==> config.mk <==
export PLATFORM = sky130hd
export DESIGN_NAME = stage_if_flat
export DESIGN_NICKNAME = d
export VERILOG_FILES = /design/src/rtl/stage_if_pkg.sv /design/src/rtl/stage_if_if.sv /design/src/rtl/stage_if_rr_arbiter.sv /design/src/rtl/stage_if.sv /design/src/flat_wrapper.sv
export SDC_FILE = /design/constraint.sdc
export NUM_CORES = 1
export LEC_CHECK = 0
export ABC_AREA = 0
export BUFFER_PORTS_ARGS = -buffer_cell sky130_fd_sc_hd__buf_4
export CAP_MARGIN = 15
export CORE_ASPECT_RATIO = 0.6
export CORE_UTILIZATION = 40
export DETAILED_ROUTE_END_ITERATION = 7
export PLACE_DENSITY_LB_ADDON = 0.25
export SETUP_SLACK_MARGIN = 0.4
export SYNTH_ARGS = -nofsm -noshare
export SYNTH_HDL_FRONTEND = slang
export SYNTH_SLANG_ARGS = --single-unit
==> constraint.sdc <==
create_clock -name clk -period 18.18 [get_ports clk]
set_clock_uncertainty 0.1 [all_clocks]
set_input_delay 3.636 -clock clk [delete_from_list [all_inputs] [get_ports clk]]
set_output_delay 3.636 -clock clk [all_outputs]
set_load 0.01 [all_outputs]
==> src/rtl/stage_if_pkg.sv <==
// Shared types and constants for the multithreaded fetch stage.
package stage_if_pkg;

    localparam int N_THREADS = 4;
    localparam int TID_W     = $clog2(N_THREADS);

    typedef logic [TID_W-1:0] threadid_t;
    typedef logic [31:0]      vptr_t;
    typedef logic [31:0]      word_t;

    localparam vptr_t RESET_PC = 32'h0000_1000;
    localparam word_t NOP_WORD = 32'h0000_0000;

    typedef struct packed {
        logic      valid;
        threadid_t thread;
    } fetch_sel_t;

    // Thread count is a power of two, so the natural wrap of threadid_t is modulo N_THREADS.
    function automatic threadid_t next_tid(input threadid_t t);
        return t + threadid_t'(1);
    endfunction

endpackage

==> src/rtl/stage_if_if.sv <==
// Fetch-stage bus bundle: I-cache/ITLB lookup, refill, redirects, rm4 and the IFID payload.
interface stage_if_if;
    import stage_if_pkg::*;

    logic                             o_ic_req;
    vptr_t                            o_ic_addr;
    threadid_t                        o_ic_thread;
    logic                             i_ic_hit;
    word_t                            i_ic_data;
    logic                             i_itlb_miss;
    logic                             i_ic_fill_valid;
    threadid_t                        i_ic_fill_thread;
    logic                             i_ex_redirect_en;
    threadid_t                        i_ex_redirect_thread;
    vptr_t                            i_ex_redirect_pc;
    logic                             i_wb_redirect_en;
    threadid_t                        i_wb_redirect_thread;
    vptr_t                            i_wb_redirect_pc;
    logic [N_THREADS-1:0][31:0]       i_rm4;
    vptr_t                            o_if_pc;
    word_t                            o_if_instruction;
    threadid_t                        o_if_thread;
    logic                             o_if_itlb_miss;
    logic                             o_if_icache_miss;
    word_t                            o_if_rm4;

    modport master (
        output o_ic_req, o_ic_addr, o_ic_thread,
        input  i_ic_hit, i_ic_data, i_itlb_miss,
        input  i_ic_fill_valid, i_ic_fill_thread,
        input  i_ex_redirect_en, i_ex_redirect_thread, i_ex_redirect_pc,
        input  i_wb_redirect_en, i_wb_redirect_thread, i_wb_redirect_pc,
        input  i_rm4,
        output o_if_pc, o_if_instruction, o_if_thread,
        output o_if_itlb_miss, o_if_icache_miss, o_if_rm4
    );

    modport slave (
        input  o_ic_req, o_ic_addr, o_ic_thread,
        output i_ic_hit, i_ic_data, i_itlb_miss,
        output i_ic_fill_valid, i_ic_fill_thread,
        output i_ex_redirect_en, i_ex_redirect_thread, i_ex_redirect_pc,
        output i_wb_redirect_en, i_wb_redirect_thread, i_wb_redirect_pc,
        output i_rm4,
        input  o_if_pc, o_if_instruction, o_if_thread,
        input  o_if_itlb_miss, o_if_icache_miss, o_if_rm4
    );

endinterface

==> src/rtl/stage_if_rr_arbiter.sv <==
// Round-robin thread picker. STAGE_IF_SKIP_PARKED_EN: scan past ineligible threads;
// otherwise strictly take rr_last+1 and report it invalid when it is not eligible.
module stage_if_rr_arbiter
    import stage_if_pkg::*;
(
    input  logic [N_THREADS-1:0] i_eligible,
    input  threadid_t            i_rr_last,
    output fetch_sel_t           o_sel
);

    fetch_sel_t w_sel;

`ifdef STAGE_IF_SKIP_PARKED_EN
    threadid_t w_cand;

    // Descending scan so the closest eligible thread after rr_last is the last one written.
    always_comb begin
        w_sel.valid  = 1'b0;
        w_sel.thread = next_tid(i_rr_last);
        w_cand       = '0;
        for (int k = N_THREADS; k >= 1; k--) begin
            w_cand = threadid_t'(32'(i_rr_last) + 32'(k));
            if (i_eligible[w_cand]) begin
                w_sel.valid  = 1'b1;
                w_sel.thread = w_cand;
            end
        end
    end
`else
    always_comb begin
        w_sel.thread = next_tid(i_rr_last);
        w_sel.valid  = i_eligible[w_sel.thread];
    end
`endif

    assign o_sel = w_sel;

endmodule

==> src/rtl/stage_if.sv <==
// Multithreaded instruction fetch feeding the IFID register; park-on-miss, EX/WB redirects.
// STAGE_IF_SKIP_PARKED_EN selects skip-parked arbitration instead of strict round-robin.
module stage_if
    import stage_if_pkg::*;
(
    input  logic          clk,
    input  logic          rst,
    stage_if_if.master    bus
);

    vptr_t                r_pc [N_THREADS];
    logic [N_THREADS-1:0] r_parked;
    threadid_t            r_rr_last;

    fetch_sel_t           w_sel;
    logic                 w_adv;
    logic                 w_park;

    stage_if_rr_arbiter u_arb (
        .i_eligible (~r_parked),
        .i_rr_last  (r_rr_last),
        .o_sel      (w_sel)
    );

    assign bus.o_ic_req    = w_sel.valid;
    assign bus.o_ic_addr   = r_pc[w_sel.thread];
    assign bus.o_ic_thread = w_sel.thread;

    // An ITLB miss suppresses both the advance and the park; the WB redirect recovers it.
    assign w_adv  = w_sel.valid &  bus.i_ic_hit & ~bus.i_itlb_miss;
    assign w_park = w_sel.valid & ~bus.i_ic_hit & ~bus.i_itlb_miss;

    always_ff @(posedge clk or posedge rst) begin
        if (rst) begin
            for (int t = 0; t < N_THREADS; t++) begin
                r_pc[t] <= RESET_PC;
            end
            r_parked             <= '0;
            r_rr_last            <= threadid_t'(N_THREADS - 1);
            bus.o_if_pc          <= '0;
            bus.o_if_instruction <= NOP_WORD;
            bus.o_if_thread      <= '0;
            bus.o_if_rm4         <= '0;
            bus.o_if_itlb_miss   <= 1'b0;
            bus.o_if_icache_miss <= 1'b1;
        end else begin
`ifdef STAGE_IF_SKIP_PARKED_EN
            if (w_sel.valid) begin
                r_rr_last <= w_sel.thread;
            end
`else
            r_rr_last <= w_sel.thread;
`endif
            // Later assignments win: fill beats park, EX beats sequential, WB beats EX.
            for (int t = 0; t < N_THREADS; t++) begin
                if (w_adv && w_sel.thread == threadid_t'(t)) begin
                    r_pc[t] <= r_pc[t] + 32'd4;
                end
                if (w_park && w_sel.thread == threadid_t'(t)) begin
                    r_parked[t] <= 1'b1;
                end
                if (bus.i_ic_fill_valid && bus.i_ic_fill_thread == threadid_t'(t)) begin
                    r_parked[t] <= 1'b0;
                end
                if (bus.i_ex_redirect_en && bus.i_ex_redirect_thread == threadid_t'(t)) begin
                    r_pc[t]     <= bus.i_ex_redirect_pc;
                    r_parked[t] <= 1'b0;
                end
                if (bus.i_wb_redirect_en && bus.i_wb_redirect_thread == threadid_t'(t)) begin
                    r_pc[t]     <= bus.i_wb_redirect_pc;
                    r_parked[t] <= 1'b0;
                end
            end

            bus.o_if_pc          <= r_pc[w_sel.thread];
            bus.o_if_thread      <= w_sel.thread;
            bus.o_if_rm4         <= bus.i_rm4[w_sel.thread];
            bus.o_if_instruction <= w_adv ? bus.i_ic_data : NOP_WORD;
            bus.o_if_itlb_miss   <= w_sel.valid & bus.i_itlb_miss;
            bus.o_if_icache_miss <= ~w_sel.valid | w_park;
        end
    end

endmodule

==> src/flat_wrapper.sv <==
// flat-port wrapper written by rule: the top's interface ports become plain ports
module stage_if_flat import stage_if_pkg::*;
  (clk, rst, bus_o_ic_req, bus_o_ic_addr, bus_o_ic_thread, bus_i_ic_hit, bus_i_ic_data, bus_i_itlb_miss, bus_i_ic_fill_valid, bus_i_ic_fill_thread, bus_i_ex_redirect_en, bus_i_ex_redirect_thread, bus_i_ex_redirect_pc, bus_i_wb_redirect_en, bus_i_wb_redirect_thread, bus_i_wb_redirect_pc, bus_i_rm4, bus_o_if_pc, bus_o_if_instruction, bus_o_if_thread, bus_o_if_itlb_miss, bus_o_if_icache_miss, bus_o_if_rm4);
  stage_if_if bus_i ();
  input  logic clk;
  input  logic rst;
  output wire logic [$bits(bus_i.o_ic_req)-1:0] bus_o_ic_req;
  output wire logic [$bits(bus_i.o_ic_addr)-1:0] bus_o_ic_addr;
  output wire logic [$bits(bus_i.o_ic_thread)-1:0] bus_o_ic_thread;
  input wire logic [$bits(bus_i.i_ic_hit)-1:0] bus_i_ic_hit;
  input wire logic [$bits(bus_i.i_ic_data)-1:0] bus_i_ic_data;
  input wire logic [$bits(bus_i.i_itlb_miss)-1:0] bus_i_itlb_miss;
  input wire logic [$bits(bus_i.i_ic_fill_valid)-1:0] bus_i_ic_fill_valid;
  input wire logic [$bits(bus_i.i_ic_fill_thread)-1:0] bus_i_ic_fill_thread;
  input wire logic [$bits(bus_i.i_ex_redirect_en)-1:0] bus_i_ex_redirect_en;
  input wire logic [$bits(bus_i.i_ex_redirect_thread)-1:0] bus_i_ex_redirect_thread;
  input wire logic [$bits(bus_i.i_ex_redirect_pc)-1:0] bus_i_ex_redirect_pc;
  input wire logic [$bits(bus_i.i_wb_redirect_en)-1:0] bus_i_wb_redirect_en;
  input wire logic [$bits(bus_i.i_wb_redirect_thread)-1:0] bus_i_wb_redirect_thread;
  input wire logic [$bits(bus_i.i_wb_redirect_pc)-1:0] bus_i_wb_redirect_pc;
  input wire logic [$bits(bus_i.i_rm4)-1:0] bus_i_rm4;
  output wire logic [$bits(bus_i.o_if_pc)-1:0] bus_o_if_pc;
  output wire logic [$bits(bus_i.o_if_instruction)-1:0] bus_o_if_instruction;
  output wire logic [$bits(bus_i.o_if_thread)-1:0] bus_o_if_thread;
  output wire logic [$bits(bus_i.o_if_itlb_miss)-1:0] bus_o_if_itlb_miss;
  output wire logic [$bits(bus_i.o_if_icache_miss)-1:0] bus_o_if_icache_miss;
  output wire logic [$bits(bus_i.o_if_rm4)-1:0] bus_o_if_rm4;
  assign bus_o_ic_req = bus_i.o_ic_req;
  assign bus_o_ic_addr = bus_i.o_ic_addr;
  assign bus_o_ic_thread = bus_i.o_ic_thread;
  assign bus_i.i_ic_hit = bus_i_ic_hit;
  assign bus_i.i_ic_data = bus_i_ic_data;
  assign bus_i.i_itlb_miss = bus_i_itlb_miss;
  assign bus_i.i_ic_fill_valid = bus_i_ic_fill_valid;
  assign bus_i.i_ic_fill_thread = bus_i_ic_fill_thread;
  assign bus_i.i_ex_redirect_en = bus_i_ex_redirect_en;
  assign bus_i.i_ex_redirect_thread = bus_i_ex_redirect_thread;
  assign bus_i.i_ex_redirect_pc = bus_i_ex_redirect_pc;
  assign bus_i.i_wb_redirect_en = bus_i_wb_redirect_en;
  assign bus_i.i_wb_redirect_thread = bus_i_wb_redirect_thread;
  assign bus_i.i_wb_redirect_pc = bus_i_wb_redirect_pc;
  assign bus_i.i_rm4 = bus_i_rm4;
  assign bus_o_if_pc = bus_i.o_if_pc;
  assign bus_o_if_instruction = bus_i.o_if_instruction;
  assign bus_o_if_thread = bus_i.o_if_thread;
  assign bus_o_if_itlb_miss = bus_i.o_if_itlb_miss;
  assign bus_o_if_icache_miss = bus_i.o_if_icache_miss;
  assign bus_o_if_rm4 = bus_i.o_if_rm4;
  stage_if u_core (.clk(clk), .rst(rst), .bus(bus_i));
endmodule
# Word-level counts from Yosys, hierarchy flattened
# Cells that the tools add are included.
word_totals:
  inputBits: 237
  output_inout_bits: 135
  reg_bits: 234
classes:
  bitwise_logic: 11
  reduce_logical: 32
  n_mux: 36
  n_lt_le_gt_ge: 2
  n_eq_ne: 12
  add_sub_neg: 5
op_table:
  columns: ["op", "n"]
  rows:
  - ["$mux 32", 16]
  - ["$add 32x3->32 const B", 4]
  - ["$bmux 32 s2", 2]
  - ["$logic_and 1x1->1", 20]
  - ["$mux 1", 17]
  - ["$eq 2x2->1 const B", 8]
  - ["$reduce_bool 4->1", 4]
  - ["$reduce_bool 3->1", 4]
  - ["$eq 2x1->1 const B", 4]
  - ["$logic_not 2->1", 4]
  - ["$and 1x1->1", 5]
  - ["$not 4->4", 1]
  - ["$ge 3x3->1 const B", 1]
  - ["$lt 2x3->1 const B", 1]
  - ["$not 1->1", 3]
  - ["$not 2->3", 1]
  - ["$add 2x1->2 const B", 1]
  - ["$bmux 1 s2", 1]
  - ["$or 1x1->1", 1]

# Depth between registers and ports, before layout
# Gate-level depths: netlist of run 1.
logic_depth:
  ltp_word: 10
  depth_mapped: 13
  ltp_nobuf: 8

# Hierarchy
# A second synthesis of run 1 with hierarchy kept.
unflattened:
  cells_unflattened: 1373
  area_unflattened_um2: 13709.4
modules_own_cells:
  columns: ["mod", "area_per_inst_um2", "seq_area_each_um2", "n_inst", "cells_each"]
  rows:
  - ["stage_if", 13674.4, 5864.4, 1, 1370]
  - ["stage_if_rr_arbiter", 35.0, 0.0, 1, 3]

# Worst setup path after synthesis of run 1
# Ideal clock, no wire load.
synth_timing:
  path_kind: "reg2out"
  start: "register u_core.r_rr_last[0]"
  end: "output bus_o_ic_addr[0]"
  arrival_ns: 3.119
  required_time_ns: 14.444
  path_slack_ns: 11.325
  stages_incl_launch_ff: 9
  cell_sequence: "dfstp_2 clkbuf_1 buf_1 buf_2 inv_1 ha_1 buf_1 buf_1 mux4_2"
synth_between:
  elab_chain_len: 5
synth_lines:
  columns: ["element", "line", "rtl"]
  rows:
  - ["start: declaration", "stage_if.sv:13", "threadid_t r_rr_last;"]
  - ["start signal: assignment", "stage_if.sv:39", "r_rr_last <= threadid_t'(N_THREADS - 1);"]
  - ["start signal: assignment", "stage_if.sv:52", "r_rr_last <= w_sel.thread;"]
  - ["$add 2x1->2", "stage_if_pkg.sv:21", "return t + threadid_t'(1);"]
  - ["net bus_o_ic_thread[0]", "flat_wrapper.sv:9", "output wire logic [$bits(bus_i.o_ic_thread)-1:0] bus_o_ic_thread;"]
  - ["$not 2->3 (implied by the code)", "stage_if.sv:26", "assign bus.o_ic_addr = r_pc[w_sel.thread];"]
  - ["$bmux 32 s2", "stage_if.sv:26", null]
  - ["$mux 32 (implied by the code) (2 in a row)", "stage_if.sv:26", null]
  - ["end: declaration", "flat_wrapper.sv:8", "output wire logic [$bits(bus_i.o_ic_addr)-1:0] bus_o_ic_addr;"]
# The timed path passes the listed nets, and every way through them passes these cells. The select of a mux whose other input is x is not followed.

# Worst setup path after layout of run 1
layout_timing:
  start: "register u_core.r_rr_last[0]"
  end: "output bus_o_ic_req"
layout_between:
  elab_chain_len: 3
layout_lines:
  columns: ["element", "line", "rtl"]
  rows:
  - ["$add 2x1->2", "stage_if_pkg.sv:21", null]
  - ["$bmux 1 s2", "stage_if_rr_arbiter.sv:32", "w_sel.valid = i_eligible[w_sel.thread];"]
  - ["$mux 1 (implied by the code)", "stage_if_rr_arbiter.sv:32", null]
  - ["end: declaration", "flat_wrapper.sv:7", "output wire logic [$bits(bus_i.o_ic_req)-1:0] bus_o_ic_req;"]
# No other way between the ends. The select of a mux whose other input is x is not followed.

==> metrics.md, run 1 <==
| Metric | Value |
|---|---|
| Final core occ | 53.2% |
| Seq cells post-synth | 234 |
| Initial drt markers | 1779 |
| VDD IR max | 0.0000593 V |
| Asr flop ratio synth | 100% |
| WP buf/inv | 2 |
| Core ar. | 32500 µm² |
| Final setup fails | 0 |
| R2r setup slk | 13.16 ns |
| Routed WL per cell | 27.2 µm |
| Post-synthesis cell area | 13200 µm² |
| GRT Total Usage | 33.5% |
| Clock transition at the registers of the reported paths | 0.07 ns |
| TritonCTS clock tree | yes |
| Main area contributors after synthesis | dfrtp_1, mux4_2, o21ai_0 |
| Largest net degree at the start of global routing | 105 |
| Setup TNS after final layout | 0 ns |
| Final min period | 7.55 ns |
| Root Driver | clkbuf_16 |
| Worst R2R End | u_core.r_pc[58]$_DFFE_PP0P_ |
| CP cell instances | inv_1 -> ha_4 -> mux2_2 -> o21ai_0 -> buf_4 |
| Clock Path Buffers | 3 |
| Initial antenna violation count | 6 |
| Max incr delay on CP | 1.01 ns |
| Worst setup EP type | output port |
| Hold Fails Final Rpt | 0 |
| Slew Limit Fails | 0 |
| WP data arrival | 3.81 ns |
| I/O pin count | 372 |
| Sequential area share after synthesis | 44.3% |
| Crit Path Max Fanout | 69 |
| Routed vias | 13203 |
| WL final | 57400 µm |
| Port Buffers | 371 |
| TritonRoute pass-1 iters | 6 |
| Total power | 1.74 mW |
| Vias per std cell | 6.25 |
| Rows | 51 |
| Die H | 143 µm |
| Pwr per Cell Area | 101 nW/µm² |
| Gpl congestion | 0.985 |
| Depth of the worst register-to-register path | 9 |
| Max Cap Viol | 0 |
| # fillers | 2903 |
| Most frequent cells in the layout | buf_4, dfrtp_1, o21ai_0, nor2_1, nand2_1 |
| Ratio of cells with drive above 1 in the final layout | 30.9% |
| Post-cts resize count | 0 |
| First-pass GRT wire length | 82700 µm |
| Worst setup SP type | flop |
| RSZ-0062 raised after global routing | no |
| Area leader, netlist | dfrtp_1 |
| Pre-CTS WS | 11.19 ns |
| Clock latency at the later pin of the worst-skew pair | 0.54 ns |
| Post-DP Area | 16400 µm² |
| Number of global-route vias before repair | 12148 |
| NumNets Final | 1915 |
| Stages on the worst setup path | 5 |
| DRT antenna net count | 0 |
| Die Footprint | 33900 µm² |
| Final setup margin | 10.63 ns |
| Initial core utilization | 40.8% |
| Fmax | 133 MHz |
| Htree depth | 1 |
| HPWL Detailed | 43200 µm |
| Total gr overflow | 0 |
| Critical path's top delay family | adder cells |
| Primary FF master, synth | dfrtp_1 |
| Worst rel slew slack | 22.1% |
| Hold buffers post-CTS | 0 |
| Post-CTS Setup Bufs | 0 |
| Area grow syn2layout | 30.5% |
| RR Startpoint | u_core.r_rr_last[0]$_DFF_PP1_ |
| Worst Path Required | 14.44 ns |
| Syn Area/Cell | 9.93 µm² |
| Critical path's slowest cell | ha_4 |
| Slew @ Worst Pin | 1.16 ns |
| Kind of critical path | flop to output port |
| Cts bufs inserted | 24 |
| DRC errors left | 0 |
| DIE WIDTH | 237 µm |
| Yosys warns | 0 |
| Outcome | complete, no violations |
| P_leak | 7.48 nW |
| Commonest non-fill, non-tap cell in the layout | buf_4 |
| Sink Count | 234 |
| Finished Cell Area | 17300 µm² |
| Top-area cell type share of the netlist area | 42.9% |
| Critical path endpoint | bus_o_ic_req |
| Synthesized Nets | 1578 |
| Post-synth EDFFs | 0 |
| Yosys cell types | 66 |
| Crit path from | u_core.r_rr_last[0]$_DFF_PP1_ |
| Fin crit share | 41.5% |
| Synth Instances | 1333 |
| Worst hold path type | flop to flop |
[where the power goes]
group | internal (mW) | switching, mW | total [mW]
registers | 0.613 | 0.151 | 0.764
clock network | 0.309 | 0.221 | 0.530
logic | 0.226 | 0.219 | 0.445
[cell usage after synthesis, drive strengths merged (4+ instances only)]
cell type  instances
and4               6
xor2              23
nand3b             4
nand3             57
ha                 8
a21oi             80
o22ai              5
mux4              64
buf               23
nand4             28
dfstp              7
nand2            108
a221o             14
a211oi            33
clkbuf            58
dfrtp            227
a31oi             13
nor3b              5
and3b              4
nor4              19
inv               21
or3                6
a311oi             4
nor3              23
o21ai            139
a222oi             5
nor2             128
and2              36
a22oi             49
o211ai             6
xnor2             66
and3              23
[flip-flops by register name, indices dropped and copies added (netlist names)]
name and count:
u_core.r_rr_last 2, u_core.r_parked 4, u_core.bus.o_if_itlb_miss 1, u_core.bus.o_if_pc 32
u_core.bus.o_if_rm4 32, u_core.bus.o_if_instruction 32, u_core.bus.o_if_icache_miss 1, u_core.bus.o_if_thread 2
u_core.r_pc 128
[metal layers]
layer | up-vias | GRT usage, % | share of wire, %
li1 | 5637 | - | -
met1 | 6534 | 48.6 | 41
met2 | 937 | 46.0 | 41
met3 | 91 | 12.1 | 15
met4 | 4 | 9.74 | 2.8
met5 | - | 1.44 | 0.13
[final cells by class]
cell class | count | area, µm² | area share [%]
Multi-Input combinational cell | 997 | 7020 | 40.6
Clock buffer | 39 | 748 | 4.33
Inverter | 21 | 86.3 | 0.500
Antenna cell | 2 | 5.00 | 0.0290
Clock inverter | 5 | 75.1 | 0.435
Sequential cell | 234 | 5870 | 34.0
Timing Repair Buffer | 392 | 2940 | 17.0
Tap cell | 424 | 531 | 3.07
[cell families (layout without fill, tap and decap cells)]
kind of cell,count (synthesis),count (layout),share of synthesized area [%]
and+or+nand+nor,457,457,17.2
AOI/OAI and AO/OA,375,375,17.7
DFF,234,234,44.3
buffers and inverters,102,457,3.04
xor gates and xnor gates,89,89,5.89
muxes,68,68,11.2
adders and majority gates,8,8,0.756
other,0,2,0
[worst reg2reg max path, stage by stage, from the launching register on]
cell	delay [ns]
dfstp_4	0.96
inv_1	0.26
ha_4	1.01
mux2i_1	0.54
o2bb2ai_4	0.16
buf_4	0.46
nand2_2	0.26
a21oi_1	0.76
o21ai_0	0.20
o21ai_0	0.23
[how the worst min path moves through the flow]
stage | depth (start not counted) | startpoint | endpoint
after floorplan | 2 | u_core.r_parked[2]$_DFFE_PP0P_ | u_core.r_parked[2]$_DFFE_PP0P_
final | 2 | u_core.r_pc[97]$_DFFE_PP0P_ | u_core.r_pc[97]$_DFFE_PP0P_
after global placement | 1 | u_core.r_pc[127]$_DFFE_PP0P_ | u_core.r_pc[127]$_DFFE_PP0P_
after global routing | 1 | u_core.r_pc[127]$_DFFE_PP0P_ | u_core.r_pc[127]$_DFFE_PP0P_
after CTS | 1 | u_core.r_pc[127]$_DFFE_PP0P_ | u_core.r_pc[127]$_DFFE_PP0P_
after detailed placement | 1 | u_core.r_pc[127]$_DFFE_PP0P_ | u_core.r_pc[127]$_DFFE_PP0P_
[per-stage QoR]
stage | std cells | hold slack [ns]
final | 2114 | 0.439
after global routing | 2114 | 0.458
after CTS | 2112 | 0.444
after detailed placement | 2068 | 0.420
after global placement | 2068 | 0.401
after floorplan | 1333 | 0.377
Note: power is estimated with default switching activity, not from simulation.
==> inputs of run 2 (changes only) <==
Clock period 18.18 ns to 6.4 ns, I/O delays scaled along.
==> metrics.md, run 2 (synthesized netlist as in run 1, its figures left out) <==
| Metric | Value |
|---|---|
| Ratio of cells with drive above 1 in the final layout | 31.1% (+0.22 points) |
| Crit Path Max Fanout | 56 (-19%) |
| Sink Count | 234 (unchanged) |
| Core ar. | 32500 µm² (unchanged) |
| # fillers | 2934 (+1.1%) |
| Area occupied by multi-input gates | 7020 µm² (unchanged) |
| Switching Fraction | 34.0% (+0.070 points) |
| Area grow syn2layout | 31.1% |
| Outcome | complete, no violations |
| Clk pwr share | 30.4% (about the same) |
| Initial core utilization | 40.8% (unchanged) |
| Clock Path Buffers | 3 (unchanged) |
| Final min period | 5.04 ns |
| Vias per std cell | 6.19 (-0.88%) |
| TritonCTS clock tree | yes |
| Rows | 51 (unchanged) |
| Post-CTS Setup Bufs | 0 (unchanged) |
| Final setup margin | 1.36 ns (-9.28 ns) |
| Number of global-route vias before repair | 12229 (+0.67%) |
| FF/Latch Area | 5870 µm² (unchanged) |
| Hold buffers post-CTS | 0 (unchanged) |
| HPWL Detailed | 43000 µm (-0.50%) |
| Hold Fails Final Rpt | 0 (unchanged) |
| Cts bufs inserted | 25 (+4.2%) |
| Routed vias | 13142 (-0.46%) |
| Worst setup EP type | output port |
| Commonest non-fill, non-tap cell in the layout | buf_4 |
| TritonRoute pass-1 iters | 7 (+1) |
| Clock latency at the later pin of the worst-skew pair | 0.55 ns (about the same) |
| DRT antenna net count | 0 (unchanged) |
| Die Footprint | 33900 µm² (unchanged) |
| Cell internal pwr | 3.27 mW (+180%) |
| Die H | 143 µm (unchanged) |
| Pre-CTS WS | 1.64 ns (-9.56 ns) |
| Max FFs per register | 128 (unchanged) |
| Initial drt markers | 1797 (+1.0%) |
| NumNets Final | 1919 (+0.21%) |
| Port Buffers | 371 (unchanged) |
| Htree depth | 1 (unchanged) |
| P_leak | 7.50 nW (+0.33%) |
| Slew Limit Fails | 0 (unchanged) |
| Gpl congestion | 0.974 (-1.1%) |
| Worst hold path type | flop to flop |
| First-pass GRT wire length | 82000 µm (-0.83%) |
| Max Cap Viol | 0 (unchanged) |
| Sequential power share | 43.9% (about the same) |
| Setup TNS after final layout | 0 ns (unchanged) |
| Routed WL per cell | 26.9 µm (-0.94%) |
| RSZ-0062 raised after global routing | no |
| WP data arrival | 3.66 ns (-0.15 ns) |
| Worst setup SP type | flop |
| Root Driver | clkbuf_16 |
| Worst Path Required | 5.02 ns (-9.42 ns) |
| Pwr per Cell Area | 286 nW/µm² (+180%) |
| Initial antenna violation count | 7 (+1) |
| Top reg by flops | u_core.r_pc |
| Largest net degree at the start of global routing | 137 (+30%) |
| Total gr overflow | 0 (unchanged) |
| Psw | 1.69 mW (+190%) |
| Logic pwr share | 25.7% (about the same) |
| GRT Total Usage | 33.3% (-0.20 points) |
| Post-cts resize count | 0 (unchanged) |
| WL final | 57100 µm (-0.52%) |
| I/O pin count | 372 (unchanged) |
| Slew @ Worst Pin | 1.16 ns (-0.00289 ns) |
| DIE WIDTH | 237 µm (unchanged) |
| Fmax | 198 MHz |
| Worst rel slew slack | 22.3% (+0.19 points) |
| Clock transition at the registers of the reported paths | 0.06 ns (about the same) |
| Most frequent cells in the layout | buf_4, dfrtp_1, o21ai_0, nor2_1, nand2_1 |
| VDD IR max | 0.000185 V (+210%) |
| Kind of critical path | flop to output port |
| Final setup fails | 0 (unchanged) |
| Fin crit share | 78.8% |
| DRC errors left | 0 (unchanged) |
## run 2: cell types whose count changed in the layout (fill, tap and decap cells not counted), sizes merged
| cell | change |
|---|---|
| diode | +5 |
| buf | +3 |
| clkinvlp | +2 |
| clkbuf | -1 |
## run 2: path summary, 6_finish.rpt
check,cells after the start,from,slack [ns],end
setup / recovery,5,u_core.r_rr_last[0]$_DFF_PP1_,1.36,bus_o_ic_addr[0]
hold reg to reg,2,u_core.r_parked[2]$_DFFE_PP0P_,0.43,u_core.r_parked[2]$_DFFE_PP0P_
min in group asynchronous,2,rst,0.57,u_core.r_pc[122]$_DFFE_PP0P_
max in group asynchronous,3,rst,4.54,u_core.bus.o_if_pc[17]$_DFF_PP0_
hold / removal,2,u_core.r_parked[2]$_DFFE_PP0P_,0.43,u_core.r_parked[2]$_DFFE_PP0P_
setup reg to reg,9,u_core.r_rr_last[0]$_DFF_PP1_,2.04,u_core.r_pc[59]$_DFFE_PP0P_
## run 2: through the flow
step | instances | area (µm²) | power, mW | hold slack (ns) | utilization [%]
after floorplan | 1333 | 13200 | 2.74 | 0.377 | -
after global placement | 2069 | 16500 | 3.39 | 0.405 | 50.7
after detailed placement | 2069 | 16500 | 3.42 | 0.406 | 50.7
after CTS | 2114 | 17300 | 4.92 | 0.420 | 53.3
after global routing | 2119 | 17300 | 5.16 | 0.461 | 53.4
final | 2123 | 17400 | 4.96 | 0.427 | 53.4
## run 2: area by class of cell
type / instances / area share [%]
clock buffers: 38 / 4.29
flip-flops and latches: 234 / 33.8
well taps: 424 / 3.06
inverters: 21 / 0.476
diodes: 7 / 0.101
clock inverters: 7 / 0.526
repair buffers: 395 / 17.3
multi-input cells: 997 / 40.4
## run 2: worst max-delay path, stage by stage, from the launching register on
cell	delay (ns)
dfstp_4	1.02
inv_1	0.27
ha_4	0.47
buf_4	0.68
mux4_2	0.46
buf_4	0.17
## run 2: power groups by stage
stage	clock network (mW)	logic [mW]	registers [mW]
2_1_floorplan	0	0.729	2.01
3_5_place_dp	0	1.25	2.17
3_3_place_gp	0	1.22	2.17
4_1_cts	1.52	1.26	2.14
5_1_grt	1.59	1.38	2.20
6_report	1.51	1.27	2.18
## run 2: routing by layer
metal	GRT usage [%]	vias up	wire (µm)
met5	2.60	-	86
li1	-	5653	-
met4	7.86	4	1050
met3	17.3	95	9520
met2	47.1	949	24000
met1	44.3	6441	22400
==> inputs of run 3 (changes only) <==
Settings changed: ABC_AREA 0 to 1.
Clock period 6.4 ns to 5.1 ns, I/O delays scaled along.
==> metrics.md, run 3 <==
| Metric | Value |
|---|---|
| Total gr overflow | 0 (unchanged) |
| Largest net degree at the start of global routing | 134 (-2.2%) |
| # fillers | 3851 (+31%) |
| Outcome | complete, no violations |
| Final setup fails | 0 (unchanged) |
| Htree depth | 1 (unchanged) |
| Asr flop ratio synth | 100% (unchanged) |
| Clock latency at the later pin of the worst-skew pair | 0.56 ns (about the same) |
| Worst Path Required | 3.98 ns (-1.04 ns) |
| Main area contributors after synthesis | dfrtp_1, nand2_1, nor2_1 |
| Hold Fails Final Rpt | 0 (unchanged) |
| HPWL Detailed | 57700 µm (+34%) |
| Core ar. | 38300 µm² (+18%) |
| Rows | 55 (+7.8%) |
| Slew Limit Fails | 0 (unchanged) |
| Met2 WL post-DR | 27800 µm (+16%) |
| Most numerous cell in the Yosys netlist | nand2_1 |
| Logic pwr share | 28.5% (+2.8 points) |
| Routed WL per cell | 22.5 µm (-16%) |
| Max Cap Viol | 0 (unchanged) |
| Pwr per Cell Area | 352 nW/µm² (+23%) |
| GRT Total Usage | 36.4% (+3.2 points) |
| Initial antenna violation count | 1 (-6) |
| Setup TNS after final layout | 0 ns (unchanged) |
| Seq cells post-synth | 234 (unchanged) |
| RSZ-0062 raised after global routing | no |
| Top Metal Used | met5 |
| Post-synthesis cell area | 15800 µm² (+19%) |
| Finished Cell Area | 19800 µm² (+14%) |
| First-pass GRT wire length | 109000 µm (+32%) |
| Sink Count | 234 (unchanged) |
| Primary FF master, synth | dfrtp_1 |
| Slew @ Worst Pin | 1.16 ns (+0.00526 ns) |
| Kind of critical path | flop to output port |
| Die H | 156 µm (+9.1%) |
| Ratio of cells with drive above 1 in the final layout | 18.9% (-12 points) |
| Worst setup SP type | flop |
| NumNets Final | 3044 (+59%) |
| Inserted Diodes | 0 (-7) |
| WP data arrival | 3.35 ns (-0.31 ns) |
| Worst setup EP type | output port |
| Post-CTS Setup Bufs | 0 (unchanged) |
| Clock transition at the registers of the reported paths | 0.07 ns (about the same) |
| VDD IR max | 0.000215 V (+16%) |
| Port Buffers | 371 (unchanged) |
| Sequential power share | 41.6% (-2.3 points) |
| Syn Area/Cell | 6.33 µm² (-36%) |
| Final min period | 4.47 ns |
| Total power | 6.98 mW (+41%) |
| Max FFs per register | 128 (unchanged) |
| Die Footprint | 40300 µm² (+19%) |
| I/O pin count | 372 (unchanged) |
| Worst rel slew slack | 22.3% (+0.082 points) |
| Vias per std cell | 5.52 (-11%) |
| Final cell count without fillers | 3330 (+57%) |
| P_leak | 10.2 nW (+36%) |
| TritonRoute pass-1 iters | 6 (-1) |
| Synth Instances | 2494 (+87%) |
| Yosys warns | 0 (unchanged) |
| Initial drt markers | 2361 (+31%) |
| Psw | 2.68 mW (+59%) |
| Synth top cells by count | nand2_1, nor2_1, dfrtp_1, inv_1, o21ai_0 |
| DRT antenna net count | 0 (unchanged) |
| TritonCTS clock tree | yes |
| Number of global-route vias before repair | 16088 (+32%) |
| Sequential area share after synthesis | 37.1% (-7.2 points) |
| Clock Path Buffers | 3 (unchanged) |
| Post-synth EDFFs | 0 (unchanged) |
| Area grow syn2layout | 25.6% |
| Crit Path Max Fanout | 55 (-1.8%) |
| Commonest non-fill, non-tap cell in the layout | nand2_1 |
| Post-DP Area | 18900 µm² (+15%) |
| Fin crit share | 87.6% |
| Worst hold path type | flop to flop |
| Met1 WL | 34200 µm (+53%) |
| DIE WIDTH | 259 µm (+9.1%) |
| Top-area cell type share of the netlist area | 36.0% (-6.9 points) |
| Cts bufs inserted | 26 (+4.0%) |
| Area leader, netlist | dfrtp_1 |
| Gpl congestion | 1.03 (+5.9%) |
| Yosys cell types | 34 (-48%) |
| Routed vias | 18389 (+40%) |
| Clk pwr share | 29.9% (-0.5 points) |
| Initial core utilization | 41.3% (+0.51 points) |
| Most frequent cells in the layout | nand2_1, nor2_1, buf_4, dfrtp_1, inv_1 |
| Synthesized Nets | 2739 (+74%) |
| DR WL met3 | 11400 µm (+20%) |
| Root Driver | clkbuf_16 |
| Fmax | 224 MHz |
| Top reg by flops | u_core.r_pc |
| WL final | 74900 µm (+31%) |
| Placed cells | 3283 (+59%) |
| DRC errors left | 0 (unchanged) |
| Cell internal pwr | 4.30 mW (+31%) |
| Switching Fraction | 38.4% (+4.4 points) |
==> run 3: cell types whose count changed in the layout (fill, tap and decap cells not counted), sizes merged, moves of 49 or more <==
cell / before / now
a22oi: 49 / 0
inv: 21 / 209
mux4: 64 / 0
nand2: 108 / 847
nand3: 57 / 153
nor2: 128 / 492
o21ai: 139 / 205
o22ai: 5 / 59
xnor2: 66 / 10
==> run 3: worst max-delay path, cell delays in order, from the launching register on <==
cell	delay, ns
dfstp_4	0.80
inv_4	0.18
ha_1	0.39
inv_4	0.47
buf_4	0.38
o21ai_0	0.14
o22ai_1	0.22
buf_4	0.17
==> run 3: path summary, 6_finish.rpt <==
kind / startpoint / slack (ns) / endpoint / depth (start not counted)
max in group asynchronous: rst / 3.63 / u_core.r_pc[56]$_DFFE_PP0P_ / 3
worst max-delay path: u_core.r_rr_last[0]$_DFF_PP1_ / 0.63 / bus_o_ic_addr[0] / 7
worst min register to register: u_core.r_pc[76]$_DFFE_PP1P_ / 0.42 / u_core.r_pc[76]$_DFFE_PP1P_ / 2
min in group asynchronous: rst / 0.51 / u_core.bus.o_if_instruction[23]$_DFF_PP0_ / 3
worst min-delay path: u_core.r_pc[76]$_DFFE_PP1P_ / 0.42 / u_core.r_pc[76]$_DFFE_PP1P_ / 2
worst max register to register: u_core.r_rr_last[0]$_DFF_PP1_ / 1.19 / u_core.r_pc[31]$_DFFE_PP0P_ / 11
==> run 3: power by group through the flow <==
stage                     registers (mW)  logic (mW)  clock network (mW)
after floorplan                     2.65        1.13                   0
after global placement              2.88        1.92                   0
after detailed placement            2.88        1.95                   0
after CTS                           2.84        1.96                2.10
after global routing                2.92        2.21                2.18
final                               2.90        1.99                2.09
==> run 3: what timing repair did <==
item,in CTS,in global routing
endpoints found under the setup margin,5,0
hold buffers,0,0
resized for setup,1,0
==> run 3: final cells by class <==
| class | instances | area [µm²] | share of cell area [%] |
|---|---|---|---|
| Clock buffer | 33 | 748 | 3.77 |
| Clock inverter | 13 | 176 | 0.890 |
| Inverter | 209 | 798 | 4.03 |
| Multi-Input combinational cell | 1938 | 8630 | 43.5 |
| Sequential cell | 234 | 5870 | 29.6 |
| Tap cell | 513 | 642 | 3.24 |
| Timing Repair Buffer | 390 | 2970 | 15.0 |
==> run 3: logic make-up (layout without fill, tap and decap cells) <==
kind of cell,after synthesis,after routing,synth area share (%)
simple gates,1523,1523,39.4
compound gates,383,383,13.2
buf+inv,322,645,8.27
flops,234,234,37.1
xor+xnor,24,24,1.33
fa+ha+maj,8,8,0.634
==> run 3: stage by stage <==
step	hold WS [ns]	utilization (%)	worst slack, ns
after global routing	0.434	51.8	0.497
after global placement	0.394	49.3	1.08
final	0.416	51.8	0.633
after detailed placement	0.398	49.3	0.939
after floorplan	0.371	-	0.922
after CTS	0.408	51.8	0.649
==> run 3: layer usage <==
layer | GRT usage, % | vias up
met5 | 0 | -
met4 | 6.14 | 2
met3 | 13.7 | 108
met2 | 46.6 | 1082
met1 | 56.8 | 8683
li1 | - | 8514
